==> src/rtl/basilisk_pkg.sv <==
// Shared types and constants for the basilisk vector writeback path.
package basilisk;

    localparam int BASILISK_OFFSET_ADDR_WIDTH  = 8;
    localparam int BASILISK_REG_ADDR_WIDTH     = 5;
    localparam int BASILISK_RESULT_WIDTH       = 32;
    localparam int BASILISK_WRITEBACK_CHANNELS = 4;

    typedef logic [$clog2(BASILISK_WRITEBACK_CHANNELS)-1:0] basilisk_channel_index_t;

    typedef struct packed {
        logic [BASILISK_REG_ADDR_WIDTH-1:0]    dest_reg_addr;
        logic [BASILISK_OFFSET_ADDR_WIDTH-1:0] dest_offset_addr;
        logic [BASILISK_RESULT_WIDTH-1:0]      result;
    } basilisk_writeback_result_t;

    // Index width that stays at least one bit for single-entry ranges.
    function automatic int basilisk_index_width(input int n);
        return (n > 1) ? $clog2(n) : 1;
    endfunction

endpackage

==> src/rtl/basilisk_writeback_fifo.sv <==
// Per-channel result FIFO: count, wrapping pointers and storage; depth need not be a power of 2.
module basilisk_writeback_fifo
    import basilisk::*;
#(
    parameter int DEPTH  = 2,
    parameter int DATA_W = 45
) (
    input  logic              clk,
    input  logic              rst,
    input  logic              push,
    input  logic [DATA_W-1:0] push_data,
    input  logic              pop,
    output logic [DATA_W-1:0] pop_data,
    output logic              empty,
    output logic              full
);

    localparam int PTR_W = basilisk_index_width(DEPTH);
    localparam int CNT_W = $clog2(DEPTH + 1);

    logic [PTR_W-1:0]  wr_ptr_q, wr_ptr_d;
    logic [PTR_W-1:0]  rd_ptr_q, rd_ptr_d;
    logic [CNT_W-1:0]  count_q, count_d;
    logic [DATA_W-1:0] mem_q [DEPTH];

    function automatic logic [PTR_W-1:0] next_ptr(input logic [PTR_W-1:0] p);
        return (p == PTR_W'(DEPTH - 1)) ? '0 : p + 1'b1;
    endfunction

    // NOTE: every always_comb output gets a default first so no path leaves it unassigned (no latch).
    always_comb begin
        wr_ptr_d = wr_ptr_q;
        rd_ptr_d = rd_ptr_q;
        count_d  = count_q;
        if (push) wr_ptr_d = next_ptr(wr_ptr_q);
        if (pop)  rd_ptr_d = next_ptr(rd_ptr_q);
        case ({push, pop})
            2'b10:   count_d = count_q + 1'b1;
            2'b01:   count_d = count_q - 1'b1;
            default: count_d = count_q;
        endcase
    end

    // NOTE: state flops use non-blocking assignments so all of them update together at the edge.
    always_ff @(posedge clk) begin
        if (rst) begin
            wr_ptr_q <= '0;
            rd_ptr_q <= '0;
            count_q  <= '0;
        end else begin
            wr_ptr_q <= wr_ptr_d;
            rd_ptr_q <= rd_ptr_d;
            count_q  <= count_d;
        end
    end

    // NOTE: storage is deliberately not reset; count_q alone decides which entries are valid.
    always_ff @(posedge clk) begin
        if (push) mem_q[wr_ptr_q] <= push_data;
    end

    assign pop_data = mem_q[rd_ptr_q];
    assign empty    = (count_q == '0);
    assign full     = (count_q == CNT_W'(DEPTH));

endmodule

==> src/rtl/basilisk_writeback_arbiter.sv <==
// Round-robin writeback arbiter: per-channel FIFOs feeding one registered output slot.
// Optional per-channel grant counters when BASILISK_WRITEBACK_COUNTERS_EN is defined.
module basilisk_writeback_arbiter
    import basilisk::*;
#(
    parameter int CHANNELS      = 4,
    parameter int FIFO_DEPTH    = 2,
    parameter int OFFSET_WIDTH  = BASILISK_OFFSET_ADDR_WIDTH,
    localparam int DATA_W = BASILISK_REG_ADDR_WIDTH + OFFSET_WIDTH + BASILISK_RESULT_WIDTH,
    localparam int CH_W   = basilisk_index_width(CHANNELS)
) (
    input  logic                       clk,
    input  logic                       rst,
    input  logic [CHANNELS-1:0]        in_valid,
    output logic [CHANNELS-1:0]        in_ready,
    input  logic [CHANNELS*DATA_W-1:0] in_data,
    output logic                       out_valid,
    input  logic                       out_ready,
    output logic [DATA_W-1:0]          out_data,
    output logic [CH_W-1:0]            out_channel,
    output logic                       idle
`ifdef BASILISK_WRITEBACK_COUNTERS_EN
    ,
    output logic [CHANNELS*32-1:0]     grant_count
`endif
);

    logic [CHANNELS-1:0] fifo_empty;
    logic [CHANNELS-1:0] fifo_full;
    logic [CHANNELS-1:0] fifo_push;
    logic [CHANNELS-1:0] fifo_pop;
    logic [DATA_W-1:0]   fifo_head [CHANNELS];

    logic                out_valid_q, out_valid_d;
    logic [DATA_W-1:0]   out_data_q, out_data_d;
    logic [CH_W-1:0]     out_channel_q, out_channel_d;
    logic [CH_W-1:0]     rr_ptr_q, rr_ptr_d;

    logic                grant_valid;
    logic [CH_W-1:0]     grant_idx;
    logic                out_xfer;
    logic                slot_load;

    for (genvar g = 0; g < CHANNELS; g++) begin : fifo_gen
        basilisk_writeback_fifo #(
            .DEPTH  (FIFO_DEPTH),
            .DATA_W (DATA_W)
        ) u_fifo (
            .clk       (clk),
            .rst       (rst),
            .push      (fifo_push[g]),
            .push_data (in_data[g*DATA_W +: DATA_W]),
            .pop       (fifo_pop[g]),
            .pop_data  (fifo_head[g]),
            .empty     (fifo_empty[g]),
            .full      (fifo_full[g])
        );
    end

    // Ready depends only on the registered count, so a pop never opens room for a same-cycle push.
    assign in_ready  = {CHANNELS{~rst}} & ~fifo_full;
    assign fifo_push = in_valid & in_ready;
    assign out_valid = out_valid_q & ~rst;
    assign out_xfer  = out_valid & out_ready;

    always_comb begin
        logic [CH_W-1:0] cand;
        cand        = '0;
        grant_valid = 1'b0;
        grant_idx   = '0;
        // First non-empty channel at or after rr_ptr_q, wrapping to 0.
        for (int k = 0; k < CHANNELS; k++) begin
            cand = CH_W'((int'(rr_ptr_q) + k) % CHANNELS);
            if (!grant_valid && !fifo_empty[cand]) begin
                grant_valid = 1'b1;
                grant_idx   = cand;
            end
        end

        slot_load = grant_valid & (~out_valid_q | out_xfer);

        fifo_pop      = '0;
        out_valid_d   = out_valid_q & ~out_xfer;
        out_data_d    = out_data_q;
        out_channel_d = out_channel_q;
        rr_ptr_d      = rr_ptr_q;
        if (slot_load) begin
            fifo_pop[grant_idx] = 1'b1;
            out_valid_d         = 1'b1;
            out_data_d          = fifo_head[grant_idx];
            out_channel_d       = grant_idx;
            rr_ptr_d            = (grant_idx == CH_W'(CHANNELS - 1)) ? '0 : grant_idx + 1'b1;
        end
    end

    always_ff @(posedge clk) begin
        if (rst) begin
            out_valid_q   <= 1'b0;
            out_data_q    <= '0;
            out_channel_q <= '0;
            rr_ptr_q      <= '0;
        end else begin
            out_valid_q   <= out_valid_d;
            out_data_q    <= out_data_d;
            out_channel_q <= out_channel_d;
            rr_ptr_q      <= rr_ptr_d;
        end
    end

    assign out_data    = out_data_q;
    assign out_channel = out_channel_q;
    assign idle        = (&fifo_empty) & ~out_valid_q;

`ifdef BASILISK_WRITEBACK_COUNTERS_EN
    logic [31:0] grant_count_q [CHANNELS];
    logic [31:0] grant_count_d [CHANNELS];

    always_comb begin
        grant_count_d = grant_count_q;
        if (out_xfer) grant_count_d[out_channel_q] = grant_count_q[out_channel_q] + 32'd1;
    end

    always_ff @(posedge clk) begin
        if (rst) begin
            for (int i = 0; i < CHANNELS; i++) grant_count_q[i] <= '0;
        end else begin
            grant_count_q <= grant_count_d;
        end
    end

    for (genvar g = 0; g < CHANNELS; g++) begin : count_out_gen
        assign grant_count[g*32 +: 32] = grant_count_q[g];
    end
`endif

endmodule
==> config.mk <==
export PLATFORM = sky130hd
export DESIGN_NAME = basilisk_writeback_arbiter
export DESIGN_NICKNAME = d
export VERILOG_FILES = /design/src/rtl/basilisk_pkg.sv /design/src/rtl/basilisk_writeback_fifo.sv /design/src/rtl/basilisk_writeback_arbiter.sv
export SDC_FILE = /design/constraint.sdc
export NUM_CORES = 1
export LEC_CHECK = 0
export ABC_AREA = 1
export CORE_MARGIN = 3
export CORE_UTILIZATION = 40
export CTS_BUF_LIST = sky130_fd_sc_hd__clkbuf_4 sky130_fd_sc_hd__clkbuf_8 sky130_fd_sc_hd__clkbuf_16
export DETAILED_ROUTE_END_ITERATION = 10
export PLACE_DENSITY = 0.58
export SKIP_CTS_REPAIR_TIMING = 1
export SYNTH_ARGS = -nofsm -noshare
export SYNTH_HDL_FRONTEND = slang
export SYNTH_HIERARCHICAL = 1
export SYNTH_SLANG_ARGS = --single-unit
export TNS_END_PERCENT = 30
==> constraint.sdc <==
create_clock -name clk -period 6.7 [get_ports clk]
set_input_delay 1.005 -clock clk [delete_from_list [all_inputs] [get_ports clk]]
set_output_delay 1.005 -clock clk [all_outputs]
set_load 0.02 [all_outputs]
==> results of run 1 <==
-- state kept, by name, summed over array words and instances (netlist names), named ones only --
name and flops:
fifo_gen.u_fifo/mem_q 360, out_data 45, fifo_gen.u_fifo/count_q 8, fifo_gen.u_fifo/rd_ptr_q 4, fifo_gen.u_fifo/wr_ptr_q 4, out_channel 2, rr_ptr_q 2, out_valid_q 1
-- cell usage after synthesis --
cell / n / area [µm²]
edfxtp_1: 360 / 10800
nand2_1: 263 / 987
nand3_1: 169 / 846
mux2_4: 160 / 2400
nor2_1: 140 / 526
dfxtp_1: 70 / 1400
inv_1: 62 / 233
o21ai_0: 28 / 140
mux2_2: 20 / 225
clkbuf_1: 18 / 67.6
buf_12: 16 / 320
buf_6: 15 / 169
buf_2: 10 / 50.1
a21oi_1: 7 / 35.0
buf_4: 6 / 45.0
nand2_2: 6 / 37.5
nand4_1: 6 / 37.5
buf_1: 5 / 18.8
nor3_1: 5 / 25.0
ha_1: 4 / 50.1
nor3b_1: 4 / 30.0
xnor2_1: 4 / 35.0
inv_2: 2 / 7.51
nand2_4: 2 / 22.5
nand3_2: 2 / 20.0
nor2_4: 2 / 22.5
o211ai_1: 2 / 15.0
a21oi_2: 1 / 8.76
buf_8: 1 / 15.0
clkinv_2: 1 / 5.00
nand4_2: 1 / 12.5
nor2_8: 1 / 20.0
nor4_1: 1 / 6.26
o21a_1: 1 / 7.51
-- logic make-up after synthesis --
kind of cell,count (synthesis)
AO/OA/AOI/OAI,39
XOR/XNOR,4
adder cells (fa/ha/maj),4
buffers and inverters,136
flip-flops,430
multiplexers,180
AND/OR/NAND/NOR,602
-- routing by layer --
layer | vias up | share of wire (%) | track usage (%)
li1 | 5374 | - | -
met2 | 326 | 52 | 34.3
met1 | 5484 | 39 | 21.8
met4 | 8 | 2.7 | 6.13
met5 | - | 0.10 | 0
met3 | 76 | 6.1 | 4.38
-- layout make-up --
type                            count  area (µm²)
Multi-Input combinational cell    829        5550
Clock buffer                       61        1380
Clock inverter                     26         258
Antenna cell                        5        12.5
Fill cell                        3981       22800
Tap cell                          600         751
Sequential cell                   430       12200
Inverter                           65         245
Timing Repair Buffer              253        2490
-- worst max path at each step --
stage,to,from,depth (start not counted),slack (ps)
global route,fifo_gen[2].u_fifo/count_q[1],rr_ptr_q[0],17,2020
global placement,fifo_gen[1].u_fifo/count_q[1],rst,13,2350
detailed placement,fifo_gen[1].u_fifo/count_q[1],rst,13,2250
floorplan,fifo_gen[3].u_fifo/mem_q[0][0],rst,5,2610
CTS,fifo_gen[2].u_fifo/count_q[1],rr_ptr_q[0],17,2370
finish,fifo_gen[2].u_fifo/count_q[1],rr_ptr_q[0],17,2360
-- critical path: stages, from the launching register on --
cell     delay, ps
dfxtp_1        660
inv_2          220
nand2_1        130
nand2_1        130
nand2_2        110
nand2_4         70
a21oi_2        150
nand2_2        540
nand2_4        660
buf_4          530
nand3_1        220
inv_1          160
ha_1           260
inv_1          100
nand2_1         60
nor2_1          80
nor2_1          50
nor2_1         110
-- power breakdown --
part	total [mW]	leakage [nW]	switching [mW]	internal, mW
Clock	2.69	0.819	1.05	1.64
Combinational	4.18	4.04	2.69	1.49
Sequential	3.52	3.88	0.304	3.22
-- metrics by stage --
stage / hold WS [ps] / setup WS, ps / total power [mW] / utilization (%) / area (µm²)
global route: 522 / 2020 / 11.1 / 50.1 / 22900
floorplan: 481 / 2610 / 6.65 / - / 18700
detailed placement: 482 / 2250 / 7.82 / 46.6 / 21300
finish: 494 / 2360 / 10.4 / 50.2 / 22900
CTS: 491 / 2370 / 10.5 / 50.1 / 22900
global placement: 474 / 2350 / 7.75 / 46.6 / 21300
-- cells in the final DEF (no fill, tap or decap), types with 5 or more instances in the layout --
cell type,synthesis,final
inv_2,2,6
diode_2,0,5
nor3_1,5,5
nand3_1,169,169
inv_1,62,58
nand2_2,6,5
mux2_4,160,160
nor2_1,140,135
mux2_2,20,20
bufinv_16,0,5
dfxtp_1,70,66
clkbuf_4,0,8
nor2_4,2,7
clkbuf_16,0,52
clkinv_1,0,5
edfxtp_1,360,360
clkdlybuf4s50_1,0,238
nand4_1,6,6
a21oi_1,7,7
buf_4,6,14
o21ai_0,28,28
nand2_1,263,263
clkinv_2,1,14
==> run metrics, run 1 <==
total gr overflow 0; Post-Synthesis Cells 1,395; CTS tree built; Final setup viols 0; final cell count without fillers 2,269; worst skew pair latency 570 ps; Worst-path clk slew 60 ps; Critical Path Fanout Max 45; main combinational cell family by area after synthesis multiplexers; CP Capture Type flip-flop; MaxCap Viol Count 0; final worst path period share 64.8%; initial antenna violation count 10; complex-gate fraction of the synthesized area 1.11%; Mean Syn Cell Area 13.4 µm²; CTS root buf clkbuf_16; core box area 45,700 µm²; vias in the first global route 11.5k; gr usage total 18.8%; drt drc 0; die area 49,300 µm²; die height 222 µm; Leak Pwr 8.74 nW; skew final 17.8 ps; Mapped Area 18,700 µm²; peak supply drop 0.000531 V; dpl hpwl 31,600 µm; Seq cells post-synth 430; DR WL/cell 20.8 µm; number of routed nets with antenna violations 0; IO Pins 240; via-per-instance ratio 4.97; port bufs 239; Crit path arrival time 4840 ps; Worst-Margin Slew 1020 ps; synthesized net count 1,586; wirelength, routed 47,100 µm; worst r2r dst fifo_gen[2].u_fifo/count_q[1]; global-route wire length before repair 69,900 µm; Synth Area in Adders 0.268%; area added between synthesis and finish 22.8%; status finished, final reports clean; largest net degree at the start of global routing 75; drt first pass iters 5; post-synthesis sequential area ratio 65.5%; Synth Area in Simple Gates 13.9%; layout cell share with drive strength beyond 1 18.5%; XOR/XNOR Fraction of Synth Area 0.188%; relative slew slack 31.5%; min Tclk post-route 4340 ps; Site Rows 78; GPL Wtd Cong 0.851; mux cell area share after synthesis 14.1%; Hold Crit Start out_channel[1]; hold depth 2; maximum root-to-sink buffer count 3; FF-to-FF path depth 17; RSZ-0062 raised after global routing false; r2r startpoint rr_ptr_q[0]; CTS H-tree lvls 2; Worst R2R Setup Slack 2360 ps; initial core utilization 40.8%; hold path endpoint out_channel[1]; pwr dens 454 nW/µm²; Die Wd 222 µm; dpl cells 2,177; top achievable clock speed 230 MHz; Final nets 1,818; TritonCTS Buffers 48; Ys Warns 6; Vias 11.3k; element type at the critical path start flip-flop; Setup Total Neg Slack 0 ps; DRT iter0 DRCs 811; Req. time, crit path 7200 ps; # clock sinks 430; Final Max Tran Viols 0; Netlist cell types 34; Hold Path Class flip-flop to flip-flop; critical path type flip-flop to flip-flop; final hold vios 0
Note: power is estimated with default switching activity, not from simulation.
==> inputs of run 2 (changes only) <==
clock period = 4.15 ns   (was 6.7 ns; I/O delays follow)
==> run 2 against run 1 <==
  * Combinational power is 63% higher
  * Clock power is 50% higher
  * Register-to-register slack worse by 1600 ps
  * Die area stayed put
  * Routed wire length is 0.89% higher
  * Non-clock buffer count is 7 higher
==> run metrics, run 2 (synthesis results as in run 1) <==
status finished, final reports clean; Worst-Margin Slew 971 ps (-53.5 ps); layout cell share with drive strength beyond 1 18.6% (+0.14 points); vias in the first global route 11.7k (+2.1%); DRT iter0 DRCs 850 (+4.8%); TritonCTS Buffers 46 (-4.2%); most frequent cells in the layout 360 x edfxtp_1, 263 x nand2_1, 238 x clkdlybuf4s50_1, 169 x nand3_1, 160 x mux2_4; total gr overflow 0 (unchanged); die height 222 µm (unchanged); drt first pass iters 5 (unchanged); Hold Path Class primary input to flip-flop; area added between synthesis and finish 22.5%; core box area 45,700 µm² (unchanged); drt drc 0 (unchanged); initial core utilization 40.8% (unchanged); min Tclk post-route 3460 ps; largest net degree at the start of global routing 53 (-29%); CP top delay family simple AND/OR/NAND/NOR gates; GPL Wtd Cong 0.859 (+0.96%); IO Pins 240 (unchanged); n_diodes 0 (-5); die area 49,300 µm² (unchanged); CTS H-tree lvls 2 (unchanged); CTS tree built; dpl hpwl 32,800 µm (+3.6%); gr usage total 19.0% (+0.23 points); peak supply drop 0.000430 V (-19%); Final Max Tran Viols 0 (unchanged); MaxCap Viol Count 0 (unchanged); max FFs per register 360 (unchanged); Setup Total Neg Slack 0 ps (unchanged); via-per-instance ratio 4.99 (+0.46%); # clock sinks 430 (unchanged); dpl cells 2,184 (+0.32%); element type at the critical path start flip-flop; Site Rows 78 (unchanged); critical path type flip-flop to output pin; relative slew slack 35.3% (+3.7 points); Final nets 1,823 (+0.28%); DR WL/cell 20.9 µm (+0.93%); CP Capture Type output pin; worst skew pair latency 580 ps (about the same); Filler cells 3,995 (+0.35%); wirelength, routed 47,500 µm (+0.89%); sequential fraction of design power 34.4% (+0.5 points); CP max stage delay 640 ps (-20 ps); RSZ-0062 raised after global routing false; Worst-path clk slew 60 ps (about the same); CP bufs+invs 3 (-1); initial antenna violation count 3 (-7); Critical-path top delay cell clkdlybuf4s50_1; Leak Pwr 8.72 nW (-0.25%); Internal 10.1 mW (+58%); clock group share of total power 24.4% (-1.5 points); top achievable clock speed 289 MHz; P_sw 6.50 mW (+61%); Critical Path Fanout Max 4 (-91%); Most flops, register fifo_gen.u_fifo/mem_q; pwr dens 724 nW/µm² (+60%); maximum root-to-sink buffer count 3 (unchanged); Logic pwr share 41.2% (+1.0 points); Overall Power 16.6 mW (+59%); final hold vios 0 (unchanged); Sw Ratio 39.3% (+0.38 points); crit-path cells nor2_1 > inv_1 > nor4_1 > inv_1 > nor2_1 > clkdlybuf4s50_1; final worst path period share 83.3%; CTS root buf clkbuf_16; skew final 20.2 ps (+2.39 ps); final cell count without fillers 2,268 (-0.044%); number of routed nets with antenna violations 0 (unchanged); port bufs 239 (unchanged); global-route wire length before repair 70,900 µm (+1.4%); Vias 11.3k (+0.42%); Crit path arrival time 2840 ps (-2000 ps); Final setup viols 0 (unchanged); commonest non-fill, non-tap cell in the layout edfxtp_1; Req. time, crit path 3530 ps (-3670 ps); Die Wd 222 µm (unchanged)
[run 2: cell type report]
type / instances / area [µm²] / share of cell area, %
flip-flops and latches: 430 / 12200 / 53.5
multi-input cells: 829 / 5550 / 24.3
repair buffers: 260 / 2580 / 11.3
clock buffers: 67 / 1320 / 5.78
well taps: 600 / 751 / 3.28
inverters: 65 / 245 / 1.07
clock inverters: 17 / 174 / 0.761
[run 2: per-stage QoR]
| step | cell area, µm² | hold WS [ps] | utilization, % | worst slack, ps |
|---|---|---|---|---|
| 2_1_floorplan | 18700 | 481 | - | 447 |
| 3_3_place_gp | 21400 | 472 | 46.8 | 1030 |
| 3_5_place_dp | 21400 | 477 | 46.8 | 840 |
| 4_1_cts | 22900 | 430 | 50.0 | 657 |
| 5_1_grt | 22900 | 472 | 50.0 | 431 |
| 6_report | 22900 | 463 | 50.0 | 692 |
[run 2: worst paths after layout]
kind                                 startpoint                       endpoint  cells past startpoint  slack, ps
setup reg to reg                    rr_ptr_q[0]  fifo_gen[1].u_fifo/count_q[1]                     16        770
setup / recovery  fifo_gen[3].u_fifo/count_q[1]                           idle                      6        690
hold reg to reg                  out_channel[0]                 out_channel[0]                      2        490
hold / removal                              rst    fifo_gen[2].u_fifo/rd_ptr_q                      2        460
[run 2: worst register-to-register path: stages, from the launching register on]
cell and delay, ps:
dfxtp_1 680, inv_2 230, nand2_1 140, nand3_1 80, nand2_1 210, nand4_1 180, nand2_2 130, nand2_4 320
nor2_4 470, nand2_1 140, inv_1 130, ha_1 250, inv_1 80, nand2_1 60, nor2_1 80, nor2_1 40
nor2_1 90
[run 2: layer usage]
metal / vias up / routed length [µm] / GRT usage, % / share of wire [%]
met3: 76 / 2500 / 3.80 / 5.3
met4: 6 / 1200 / 5.72 / 2.5
li1: 5376 / - / - / -
met2: 328 / 24300 / 34.2 / 51
met5: - / 37 / 0 / 0.078
met1: 5529 / 19400 / 23.2 / 41
[run 2: power groups by stage]
stage	sequential, mW	combinational, mW	clock, mW
after detailed placement	5.78	6.88	0
after floorplan	5.65	5.08	0
final	5.69	6.83	4.04
after global placement	5.77	6.78	0
after CTS	5.70	6.92	4.14
after global routing	5.75	7.57	4.33
==> inputs of run 3 (changes only) <==
PLACE_DENSITY = 0.6   (was 0.58)
clock period = 2.9 ns   (was 4.15 ns; I/O delays follow)
==> run 3 against run 2 <==
  * Count of clock-buffer cells in the layout is the same
  * First-iteration DRC count shrank 24%
  * Routed wire length rose by 0.79%
  * Die area is the same
  * Global-route usage up 0.13 points
  * Clock power up 40%
  * Via count up 0.52%
  * Sequential power up 38%
  * Largest power group unchanged
  * Setup slack worse by 370 ps
==> run metrics, run 3 (synthesis results as in run 1) <==
max FFs per register 360 (unchanged); final cell count without fillers 2,289 (+0.93%); wirelength, routed 47,900 µm (+0.79%); most frequent cells in the layout 360 x edfxtp_1, 263 x nand2_1, 237 x clkdlybuf4s50_1, 169 x nand3_1, 160 x mux2_4; drt first pass iters 5 (unchanged); CTS H-tree lvls 2 (unchanged); number of routed nets with antenna violations 0 (unchanged); Crit path arrival time 3060 ps (+220 ps); status finished, final reports clean; pwr dens 1040 nW/µm² (+43%); commonest non-fill, non-tap cell in the layout edfxtp_1; die area 49,300 µm² (unchanged); initial core utilization 40.8% (unchanged); Die Wd 222 µm (unchanged); Final Max Tran Viols 0 (unchanged); global-route wire length before repair 71,500 µm (+0.83%); Multi-input gate area 5570 µm² (+0.27%); drt drc 0 (unchanged); core box area 45,700 µm² (unchanged); dpl cells 2,204 (+0.92%); port bufs 239 (unchanged); Hold Crit Start rst; area added between synthesis and finish 23.8%; GPL Wtd Cong 0.824 (-4.1%); Most flops, register fifo_gen.u_fifo/mem_q; via-per-instance ratio 4.97 (-0.40%); # clock sinks 430 (unchanged); final worst path period share 88.9%; vias in the first global route 11.7k (-0.32%); element type at the critical path start flip-flop; r2r startpoint rr_ptr_q[0]; Leak Pwr 8.84 nW (+1.5%); post-layout util 50.6% (+0.52 points); CTS root buf clkbuf_16; Filler cells 4,010 (+0.38%); CTS tree built; DRT iter0 DRCs 647 (-24%); Vias 11.4k (+0.52%); Worst-path clk slew 60 ps (about the same); top achievable clock speed 388 MHz; Site Rows 78 (unchanged); dpl hpwl 33,800 µm (+3.0%); largest net degree at the start of global routing 59 (+11%); RSZ-0062 raised after global routing false; final hold vios 0 (unchanged); Final setup viols 0 (unchanged); critical path type flip-flop to flip-flop; IO Pins 240 (unchanged); Reg area 12,200 µm² (about the same); DR WL/cell 20.9 µm (-0.14%); peak supply drop 0.000948 V (+120%); initial antenna violation count 5 (+2); Critical Path Fanout Max 9 (+5); die height 222 µm (unchanged); gr usage total 19.2% (+0.13 points); maximum root-to-sink buffer count 3 (unchanged); relative slew slack 52.0% (+17 points); Hold Slack 299 ps (-164 ps); Critical Path Start rr_ptr_q[0]; Final nets 1,843 (+1.1%); min Tclk post-route 2580 ps; Setup Total Neg Slack 0 ps (unchanged); TritonCTS Buffers 46 (unchanged); layout cell share with drive strength beyond 1 19.7% (+1.1 points); worst skew pair latency 570 ps (about the same); Hold Path Class primary input to flip-flop; total gr overflow 0 (unchanged); MaxCap Viol Count 0 (unchanged); Worst-Margin Slew 720 ps (-251 ps); Req. time, crit path 3380 ps (-150 ps); CP Capture Type flip-flop; skew final 27.0 ps (+6.77 ps)
## run 3: final cells by class
cell class | instances | area share, %
Clock inverter | 17 | 0.504
Sequential cell | 430 | 52.9
Multi-Input combinational cell | 829 | 24.1
Timing Repair Buffer | 280 | 12.3
Antenna cell | 1 | 0.0108
Inverter | 65 | 1.06
Clock buffer | 67 | 5.87
Tap cell | 600 | 3.25
## run 3: report_power, final
part | switching (mW) | internal (mW) | total, mW
Combinational | 6.75 | 3.74 | 10.5
Clock | 2.33 | 3.34 | 5.67
Sequential | 0.404 | 7.43 | 7.83
Total | 9.49 | 14.5 | 24.0
## run 3: critical path, cell delays in order (launching register included)
cell     delay [ps]
dfxtp_1         480
buf_4           230
nand2_1          80
nand3_1          80
nand2_1         160
nand3_2         150
nand2_1          50
nand2_1          60
nand2_2         140
nor3_1          340
ha_1            330
inv_1           100
nand2_1          50
nor2_1           80
nor2_1           50
nor2_1          100
## run 3: routing by layer
layer	wire, µm	GRT usage [%]
met5	51	0
met3	2760	4.62
met4	1010	4.58
met1	19100	23.1
met2	24900	34.7
## run 3: worst paths after layout
kind                            depth (start not counted)                             to  slack, ps
worst max-delay path                                   15  fifo_gen[0].u_fifo/count_q[1]        320
worst min-delay path                                    2                      flip-flop        300
worst max register to register                         15  fifo_gen[0].u_fifo/count_q[1]        320
worst min register to register                          2                 out_channel[0]        490
## run 3: metrics by stage
stage	setup WS (ps)	cell area [µm²]	power [mW]
global placement	288	21600	18.5
finish	322	23100	24.0
global route	53.1	23100	25.5
floorplan	-614	18700	15.4
detailed placement	244	21600	18.5
CTS	-393	23100	24.3
